<file path="src/rtl/condflow_pkg.sv">
// Shared definitions for the condflow token blocks: control-index width
// helper, slot state encoding and the channel-count ceiling.
package condflow_pkg;

    // Largest number of input channels a selector is built for.
    localparam int MAX_K = 16;

    // Width of an index able to address 'value' items; never below one bit
    // so a single-entry selector still has a real port.
    function automatic int safe_clog2(input int value);
        return (value > 1) ? $clog2(value) : 1;
    endfunction

    // Occupancy of a one-entry token slot. The slot's data lives next to
    // this flag inside token_slot, whose width is a parameter.
    typedef enum logic {
        SLOT_EMPTY = 1'b0,
        SLOT_FULL  = 1'b1
    } slot_state_e;

endpackage

</file>
<file path="src/rtl/token_slot.sv">
// One-entry token buffer: accepts a token when empty, holds it until the
// owner clears it. Ready is simply "not full". Asynchronous active-low reset.
module token_slot
    import condflow_pkg::*;
#(
    parameter int W = 1
) (
    input  logic         clk,
    input  logic         rst,
    input  logic         r,
    input  logic [W-1:0] d,
    input  logic         clr,
    output logic         a,
    output logic         full,
    output logic [W-1:0] q
);

    slot_state_e state;

    // Fill on a handshake, empty on clear. Clear only arrives while the slot
    // is full (and therefore not ready), so the two never collide.
    always_ff @(posedge clk or negedge rst) begin
        if (!rst) begin
            state <= SLOT_EMPTY;
            q     <= '0;
        end else if (clr) begin
            state <= SLOT_EMPTY;
        end else if (r && a) begin
            state <= SLOT_FULL;
            q     <= d;
        end
    end

    assign full = (state == SLOT_FULL);
    assign a    = !full;

endmodule

</file>
<file path="src/rtl/swap_sink_n.sv">
// K-way swap-with-sink: collects one token from every input plus one control
// token, forwards the selected input and drains the rest.
// Optional feature: define SWAP_SINK_N_DROP_CNT_EN to add the saturating
// drop_cnt port counting discarded tokens.
module swap_sink_n
    import condflow_pkg::*;
#(
    parameter  int N   = 1,
    parameter  int K   = 2,
    parameter  int DCW = 16,
    localparam int CW  = safe_clog2(K)
) (
    input  logic           clk,
    input  logic           rst,
    input  logic [K-1:0]   r_i,
    output logic [K-1:0]   a_i,
    input  logic [K*N-1:0] d_i,
    input  logic           ctl_r,
    output logic           actl_i,
    input  logic [CW-1:0]  ctl_d,
    output logic           r_o,
    input  logic           a_o,
    output logic [N-1:0]   d_o,
    output logic           err_o
`ifdef SWAP_SINK_N_DROP_CNT_EN
    ,
    output logic [DCW-1:0] drop_cnt
`endif
);

    localparam logic [CW:0] K_LIM = (CW+1)'(K);

    logic [K-1:0]  in_full;
    logic [N-1:0]  in_q [K];
    logic          ctl_full;
    logic [CW-1:0] ctl_q;

    logic          fire;
    logic          in_range;
    logic [N-1:0]  sel_data;

    logic          out_valid;
    logic [N-1:0]  out_data;
    logic          err_q;

    // One slot per input channel; every slot is emptied together on fire.
    for (genvar g = 0; g < K; g++) begin : g_in_slot
        token_slot #(.W(N)) u_slot (
            .clk  (clk),
            .rst  (rst),
            .r    (r_i[g]),
            .d    (d_i[g*N +: N]),
            .clr  (fire),
            .a    (a_i[g]),
            .full (in_full[g]),
            .q    (in_q[g])
        );
    end

    token_slot #(.W(CW)) u_ctl_slot (
        .clk  (clk),
        .rst  (rst),
        .r    (ctl_r),
        .d    (ctl_d),
        .clr  (fire),
        .a    (actl_i),
        .full (ctl_full),
        .q    (ctl_q)
    );

    // A transaction completes once every slot holds a token and the output
    // register is free or being emptied on this same edge.
    assign fire     = (&in_full) && ctl_full && (!out_valid || a_o);
    assign in_range = ({1'b0, ctl_q} < K_LIM);

    // Pick the held token named by the control index.
    always_comb begin
        sel_data = '0;
        for (int k = 0; k < K; k++) begin
            if (ctl_q == CW'(k)) sel_data = in_q[k];
        end
    end

    // Output register: loads on an in-range fire, otherwise drains on accept.
    always_ff @(posedge clk or negedge rst) begin
        if (!rst) begin
            out_valid <= 1'b0;
            out_data  <= '0;
        end else if (fire && in_range) begin
            out_valid <= 1'b1;
            out_data  <= sel_data;
        end else if (out_valid && a_o) begin
            out_valid <= 1'b0;
        end
    end

    // Sticky error for a consumed index that names no input.
    always_ff @(posedge clk or negedge rst) begin
        if (!rst) begin
            err_q <= 1'b0;
        end else if (fire && !in_range) begin
            err_q <= 1'b1;
        end
    end

    assign r_o   = out_valid;
    assign d_o   = out_data;
    assign err_o = err_q;

`ifdef SWAP_SINK_N_DROP_CNT_EN
    localparam logic [DCW+4:0] DROP_SAT = {5'b0, {DCW{1'b1}}};
    localparam logic [DCW+4:0] ADD_OK   = (DCW+5)'(K - 1);
    localparam logic [DCW+4:0] ADD_BAD  = (DCW+5)'(K);

    logic [DCW-1:0] drop_q;
    logic [DCW+4:0] drop_sum;

    assign drop_sum = {5'b0, drop_q} + (in_range ? ADD_OK : ADD_BAD);

    // Count discarded tokens per fire, holding at all-ones instead of wrapping.
    always_ff @(posedge clk or negedge rst) begin
        if (!rst) begin
            drop_q <= '0;
        end else if (fire) begin
            drop_q <= (drop_sum > DROP_SAT) ? {DCW{1'b1}} : drop_sum[DCW-1:0];
        end
    end

    assign drop_cnt = drop_q;
`endif

endmodule

</file>
<file path="config.mk">
export PLATFORM = sky130hd
export DESIGN_NAME = swap_sink_n
export DESIGN_NICKNAME = d
export VERILOG_FILES = /design/src/rtl/condflow_pkg.sv /design/src/rtl/token_slot.sv /design/src/rtl/swap_sink_n.sv
export SDC_FILE = /design/constraint.sdc
export NUM_CORES = 1
export LEC_CHECK = 0
export ABC_AREA = 1
export BUFFER_PORTS_ARGS = -buffer_cell sky130_fd_sc_hd__buf_4
export CAP_MARGIN = 10
export CORE_AREA = 2 2 39 41
export DETAILED_ROUTE_END_ITERATION = 8
export DIE_AREA = 0 0 41 43
export SLEW_MARGIN = 20
export SYNTH_ARGS = -nofsm -noshare
export SYNTH_HDL_FRONTEND = slang
export SYNTH_SLANG_ARGS = --single-unit
</file>
<file path="constraint.sdc">
create_clock -name clk -period 0.9 [get_ports clk]
set_input_delay 0.135 -clock clk [delete_from_list [all_inputs] [get_ports clk]]
set_output_delay 0.135 -clock clk [all_outputs]
set_load 0.01 [all_outputs]
</file>
==> results.py, run 1 <==
metrics = {
    "timing": {
        "fmax_mhz": 1030,
        "setup_violations": 5,
        "fin_crit_sh": 1.08,
        "timing.final.ws_setup_ns": -0.0683,
        "period_needed_ns": 0.968,
        "fin_skew_ns": 0.00648,
        "slew_viol_final": 0,
        "hold_viol": 0,
        "rsz0062_at_grt": "yes",
    },
    "min_path": {
        "hp-class": "in -> reg",
        "hold_path.startpoint": "d_i[1]",
        "hold_end": "g_in_slot[1].u_slot.q$_DFFE_PN0P_",
        "min_path_cells": 3,
    },
    "layout": {
        "final_common_cell": "nand2_1",
        "instances_no_fill": 79,
        "area_growth_pct": 46.4,
        "nFillCells": 147,
        "layout_common_cells": "15 x nand2_1, 11 x buf_4, 8 x dfrtp_1, 7 x nor2_1, 5 x buf_6",
        "nets": 74,
        "final_area_um2": 533,
        "drive_above_1_share": 0.397,
        "diodes": 0,
    },
    "outcome": {
        "run_status": "complete, but fails checks",
        "failed_checks": "negative setup slack",
    },
    "worst_setup_path": {
        "crit_fanout": 3,
        "crit_required_ns": 0.76,
        "critPathSlowestCell": "dfrtp_1",
        "ff2ff_path_depth": 6,
        "reg2reg_setup_slack_ns": 0.01,
        "crit_chain": "inv_2, buf_6",
        "reg2reg_to": "g_in_slot[1].u_slot.q$_DFFE_PN0P_",
        "critPathArrivalTime_ns": 0.83,
        "worst_setup_path_start_kind": "flip-flop",
        "critPathTopFamily": "flip-flops",
        "critPathKind": "reg -> out",
        "worst_setup_path_end_kind": "output port",
        "slowest_delay_ns": 0.38,
        "path_buf_inv": 2,
        "rr_startpoint": "g_in_slot[1].u_slot.full$_DFFE_PN0P_",
    },
    "clocking": {
        "cts-root-buf": "clkbuf_4",
        "cts.sinks": 8,
        "clk_latency_ns": 0.26,
        "clock_path_buffers": 2,
        "cts_buffers": 3,
        "cts_tree": "yes",
        "clk_pin_slew_worst_paths_ns": 0.06,
        "h-tree-depth": 1,
    },
    "global_routing": {
        "antenna_found_initial": 0,
        "grt_pass1_vias": 327,
        "grt_pass1_wl_um": 1270,
        "grt_max_degree": 9,
        "grt_usage": 0.110,
        "overflow": 0,
    },
    "logic_synthesis": {
        "seq_area_frac_synth": 0.550,
        "synth_cell_type_count": 11,
        "synthSimpleGateAreaFrac": 0.302,
        "synth-compound-area-share": 0.0137,
        "syn_area_um2": 364,
        "muxShareOfSynthArea": 0,
        "ys_seq_elements": 8,
        "synth_warnings": 0,
        "synth_fa_ha_area_frac": 0,
        "syn-num-nets": 55,
        "synth_top_family_by_area": "simple AND/OR/NAND/NOR gates",
        "synth-xor-area-share": 0,
        "syn_inst": 46,
        "synth.avg_cell_area_um2": 7.92,
    },
    "drt": {
        "wire_per_inst_um": 9.66,
        "routed_wl_um": 763,
        "ant_nets": 0,
        "routed-via-count": 322,
        "drt_iter0_markers": 7,
        "dr.pass1.iters": 4,
        "route.detailed.drc": 0,
        "vias_per_cell": 4.08,
    },
    "placed_design": {
        "io_buffers": 13,
        "placed_cell_area_um2": 459,
        "pre_cts_ws_ns": 0.0393,
        "gp_congestion": 0.754,
        "dpl.hpwl_um": 572,
        "dp.cells": 72,
    },
    "floorplan": {
        "ios": 15,
        "core-area_um2": 1380,
        "num_rows": 14,
        "fp.dieH_um": 43,
        "die_w_um": 41,
        "start_util": 0.263,
        "dieArea_um2": 1760,
    },
    "run": {
        "cap_violations": 0,
    },
    "power": {
        "powerDensity_nw_per_um2": 3230,
        "p_leak_nw": 0.300,
        "ir_drop_mv": 0.789,
    },
}
[where the power goes]
part	switching, mW	total [mW]	internal, mW	leakage [nW]
combinational	0.380	0.790	0.410	0.193
clock	0.130	0.283	0.153	0.0138
sequential	0.120	0.651	0.531	0.0937
total	0.629	1.72	1.09	0.300
[cell usage after synthesis]
cell	number	area (um^2)
nor2_2	1	6.26
nand2_1	15	56.3
nand3_1	3	15.0
nor2_1	7	26.3
dfrtp_1	8	200
conb_1	1	3.75
inv_2	2	7.51
buf_4	3	22.5
nand2_2	1	6.26
inv_1	4	15.0
a21oi_1	1	5.00
[stage by stage]
| stage | hold slack, ns | total power, mW | util | setup TNS [ns] |
|---|---|---|---|---|
| 2_1_floorplan | -0.161 | 1.06 | - | 0 |
| 3_3_place_gp | -0.0405 | 1.26 | 0.332 | 0 |
| 3_5_place_dp | -0.0400 | 1.28 | 0.332 | 0 |
| 4_1_cts | 0.114 | 1.73 | 0.385 | -0.217 |
| 5_1_grt | 0.127 | 1.84 | 0.385 | -0.562 |
| 6_report | 0.111 | 1.72 | 0.385 | -0.230 |
[final cells by class]
cell class,instances,area (um^2),share of cell area
clock buffers,3,22.5,0.0423
inverters,6,22.5,0.0423
multi-input cells,29,119,0.223
flip-flops and latches,8,200,0.376
well taps,16,20.0,0.0376
repair buffers,17,149,0.279
[worst max path at each step]
stage	start	to	slack, ns	cells after the start
6_report	u_ctl_slot.full$_DFFE_PN0P_	actl_i	-0.07	2
5_1_grt	g_in_slot[1].u_slot.full$_DFFE_PN0P_	a_i[1]	-0.1	2
4_1_cts	u_ctl_slot.full$_DFFE_PN0P_	actl_i	-0.07	2
3_5_place_dp	g_in_slot[1].u_slot.full$_DFFE_PN0P_	g_in_slot[0].u_slot.full$_DFFE_PN0P_	0.04	5
3_3_place_gp	g_in_slot[1].u_slot.full$_DFFE_PN0P_	u_ctl_slot.full$_DFFE_PN0P_	0.06	5
2_1_floorplan	u_ctl_slot.full$_DFFE_PN0P_	d_o$_DFFE_PN0P_	0.10	5
[worst register-to-register path: stages, from the launching register on]
cell     delay [ns]
dfrtp_1        0.40
inv_2          0.07
buf_4          0.10
buf_4          0.09
nand2_1        0.04
nand2_1        0.04
nand2_1        0.04
[flip-flops by register name, summed over array words and instances, names as in the netlist]
signal and cells:
g_in_slot.u_slot.full 2, g_in_slot.u_slot.q 2, d_o 1, r_o 1
u_ctl_slot.full 1, u_ctl_slot.q 1
[routing by layer]
metal,GRT usage,share of wire,up-vias
li1,-,-,166
met1,0.119,0.37,148
met2,0.169,0.56,6
met3,0.0209,0.035,2
met4,0.100,0.030,0
met5,0,0,-
[kinds of logic after synthesis]
logic type	Yosys count
buffers and inverters	9
flip-flops	8
AND/OR/NAND/NOR	27
other	1
AO/OA/AOI/OAI	1
[what timing repair did]
item | CTS | global route
pin swaps | 0 | 0
hold endpoints to repair | 8 | 0
hold buffers | 1 | 0
resized for setup | 7 | 0
setup buffers | 3 | 0
setup endpoints to repair | 5 | 10
cloned | 0 | 0
Power figures use the tool's default switching activity.
==> run 2: changes to the inputs <==
ABC_CLOCK_PERIOD_IN_PS = 900   (was default)
MAX_ROUTING_LAYER = met4   (was default)
==> run 2 against run 1 <==
Compared with the run above: the flow still finishes with violations (negative setup slack); sequential share of layout area unchanged; power hardly changed; register-to-register slack hardly changed; core utilization unchanged; wire length did not move; clock-buffer cell count unchanged; combinational power is essentially flat; via count stayed put; global-route usage grew 0.27 points; largest cell class unchanged.
==> results.py, run 2 (same netlist as run 1, synthesis figures left out) <==
metrics = {
    "placed_design": {
        "io_buffers": 13,
        "gp_congestion": 0.764,
        "placed_cell_area_um2": 459,
        "dpl.hpwl_um": 572,
        "dp.cells": 72,
    },
    "worst_setup_path": {
        "critPathArrivalTime_ns": 0.83,
        "worst_setup_path_start_kind": "flip-flop",
        "critPathKind": "reg -> out",
        "worst_setup_path_end_kind": "output port",
        "crit_chain": "inv_2, buf_6",
        "crit_required_ns": 0.76,
        "crit_fanout": 3,
        "slowest_delay_ns": 0.38,
        "critPathSlowestCell": "dfrtp_1",
    },
    "drt": {
        "ant_nets": 0,
        "wire_per_inst_um": 9.66,
        "vias_per_cell": 4.08,
        "drt_iter0_markers": 7,
        "routed_wl_um": 763,
        "route.detailed.drc": 0,
        "dr.pass1.iters": 4,
        "routed-via-count": 322,
    },
    "global_routing": {
        "grt_usage": 0.113,
        "antenna_found_initial": 0,
        "grt_max_degree": 9,
        "overflow": 0,
        "grt_pass1_wl_um": 1270,
        "grt_pass1_vias": 327,
    },
    "timing": {
        "fin_crit_sh": 1.08,
        "fmax_mhz": 1030,
        "fin_skew_ns": 0.00643,
        "slew_viol_final": 0,
        "rsz0062_at_grt": "yes",
        "setup_violations": 5,
        "hold_viol": 0,
        "period_needed_ns": 0.968,
        "timing.final.ws_setup_ns": -0.0682,
    },
    "clocking": {
        "cts_buffers": 3,
        "cts_tree": "yes",
        "cts.sinks": 8,
        "h-tree-depth": 1,
        "cts-root-buf": "clkbuf_4",
        "clk_latency_ns": 0.26,
        "clk_pin_slew_worst_paths_ns": 0.06,
        "clock_path_buffers": 2,
    },
    "floorplan": {
        "fp.dieH_um": 43,
        "start_util": 0.263,
        "ios": 15,
        "core-area_um2": 1380,
        "num_rows": 14,
        "dieArea_um2": 1760,
        "die_w_um": 41,
    },
    "power": {
        "finalPower_mw": 1.72,
        "p_leak_nw": 0.300,
        "ir_drop_mv": 0.789,
        "powerDensity_nw_per_um2": 3230,
    },
    "run": {
        "cap_violations": 0,
    },
    "layout": {
        "final_common_cell": "nand2_1",
        "nets": 74,
        "diodes": 0,
        "drive_above_1_share": 0.397,
        "layout_common_cells": "15 x nand2_1, 11 x buf_4, 8 x dfrtp_1, 7 x nor2_1, 5 x buf_6",
        "final_area_um2": 533,
        "instances_no_fill": 79,
        "utilization": 0.385,
        "area_growth_pct": 46.4,
    },
    "outcome": {
        "failed_checks": "negative setup slack",
        "run_status": "complete, but fails checks",
    },
    "min_path": {
        "hp-class": "in -> reg",
    },
}
run 2: cell counts in the layout (fill, tap and decap cells not counted):
Identical to the previous run, type by type.
run 2: stage by stage:
| stage | setup slack (ns) | hold WS [ns] | setup TNS (ns) |
|---|---|---|---|
| 5_1_grt | -0.0976 | 0.127 | -0.562 |
| 2_1_floorplan | 0.102 | -0.161 | 0 |
| 3_5_place_dp | 0.0393 | -0.0400 | 0 |
| 4_1_cts | -0.0694 | 0.114 | -0.217 |
| 6_report | -0.0682 | 0.111 | -0.229 |
| 3_3_place_gp | 0.0648 | -0.0405 | 0 |
run 2: what timing repair did:
item,CTS,global route
gates cloned,0,0
gates resized for setup,7,0
hold buffers,1,0
pin swaps,0,0
buffers inserted,3,0
endpoints found under the hold margin,8,0
setup endpoints to repair,5,10
run 2: per-layer routing:
metal	track usage	vias to the layer above	wire length, um
met2	0.169	6	429
met4	0.100	0	23
met1	0.122	148	291
li1	-	166	-
met3	0.0157	2	19
met5	-	-	0
run 2: worst paths after layout:
kind                                                        endpoint  slack, ns                            startpoint  depth (start not counted)
worst max-delay path                                          actl_i      -0.07           u_ctl_slot.full$_DFFE_PN0P_                          2
worst min-delay path               g_in_slot[1].u_slot.q$_DFFE_PN0P_       0.11                                d_i[1]                          3
worst max register to register     g_in_slot[1].u_slot.q$_DFFE_PN0P_       0.01  g_in_slot[1].u_slot.full$_DFFE_PN0P_                          6
worst min register to register     g_in_slot[1].u_slot.q$_DFFE_PN0P_       0.48     g_in_slot[1].u_slot.q$_DFFE_PN0P_                          2
max in group asynchronous       g_in_slot[0].u_slot.full$_DFFE_PN0P_       0.54                                   rst                          2
min in group asynchronous                            r_o$_DFFE_PN0P_       0.22                                   rst                          2
run 2: power breakdown:
group	switching, mW	internal [mW]	total [mW]
combinational	0.380	0.410	0.790
sequential	0.120	0.531	0.651
clock	0.130	0.153	0.283
run 2: critical path, delay by kind of cell (launching register included):
family   cells  cell delay [ns]
buf+inv      2             0.19
flops        1             0.38
run 2: layout make-up:
| type | count | area [um^2] |
|---|---|---|
| fill | 147 | 851 |
| timing repair buffer | 17 | 149 |
| sequential | 8 | 200 |
| multi-input combinational | 29 | 119 |
| inverter | 6 | 22.5 |
| clock buffer | 3 | 22.5 |
| tap | 16 | 20.0 |
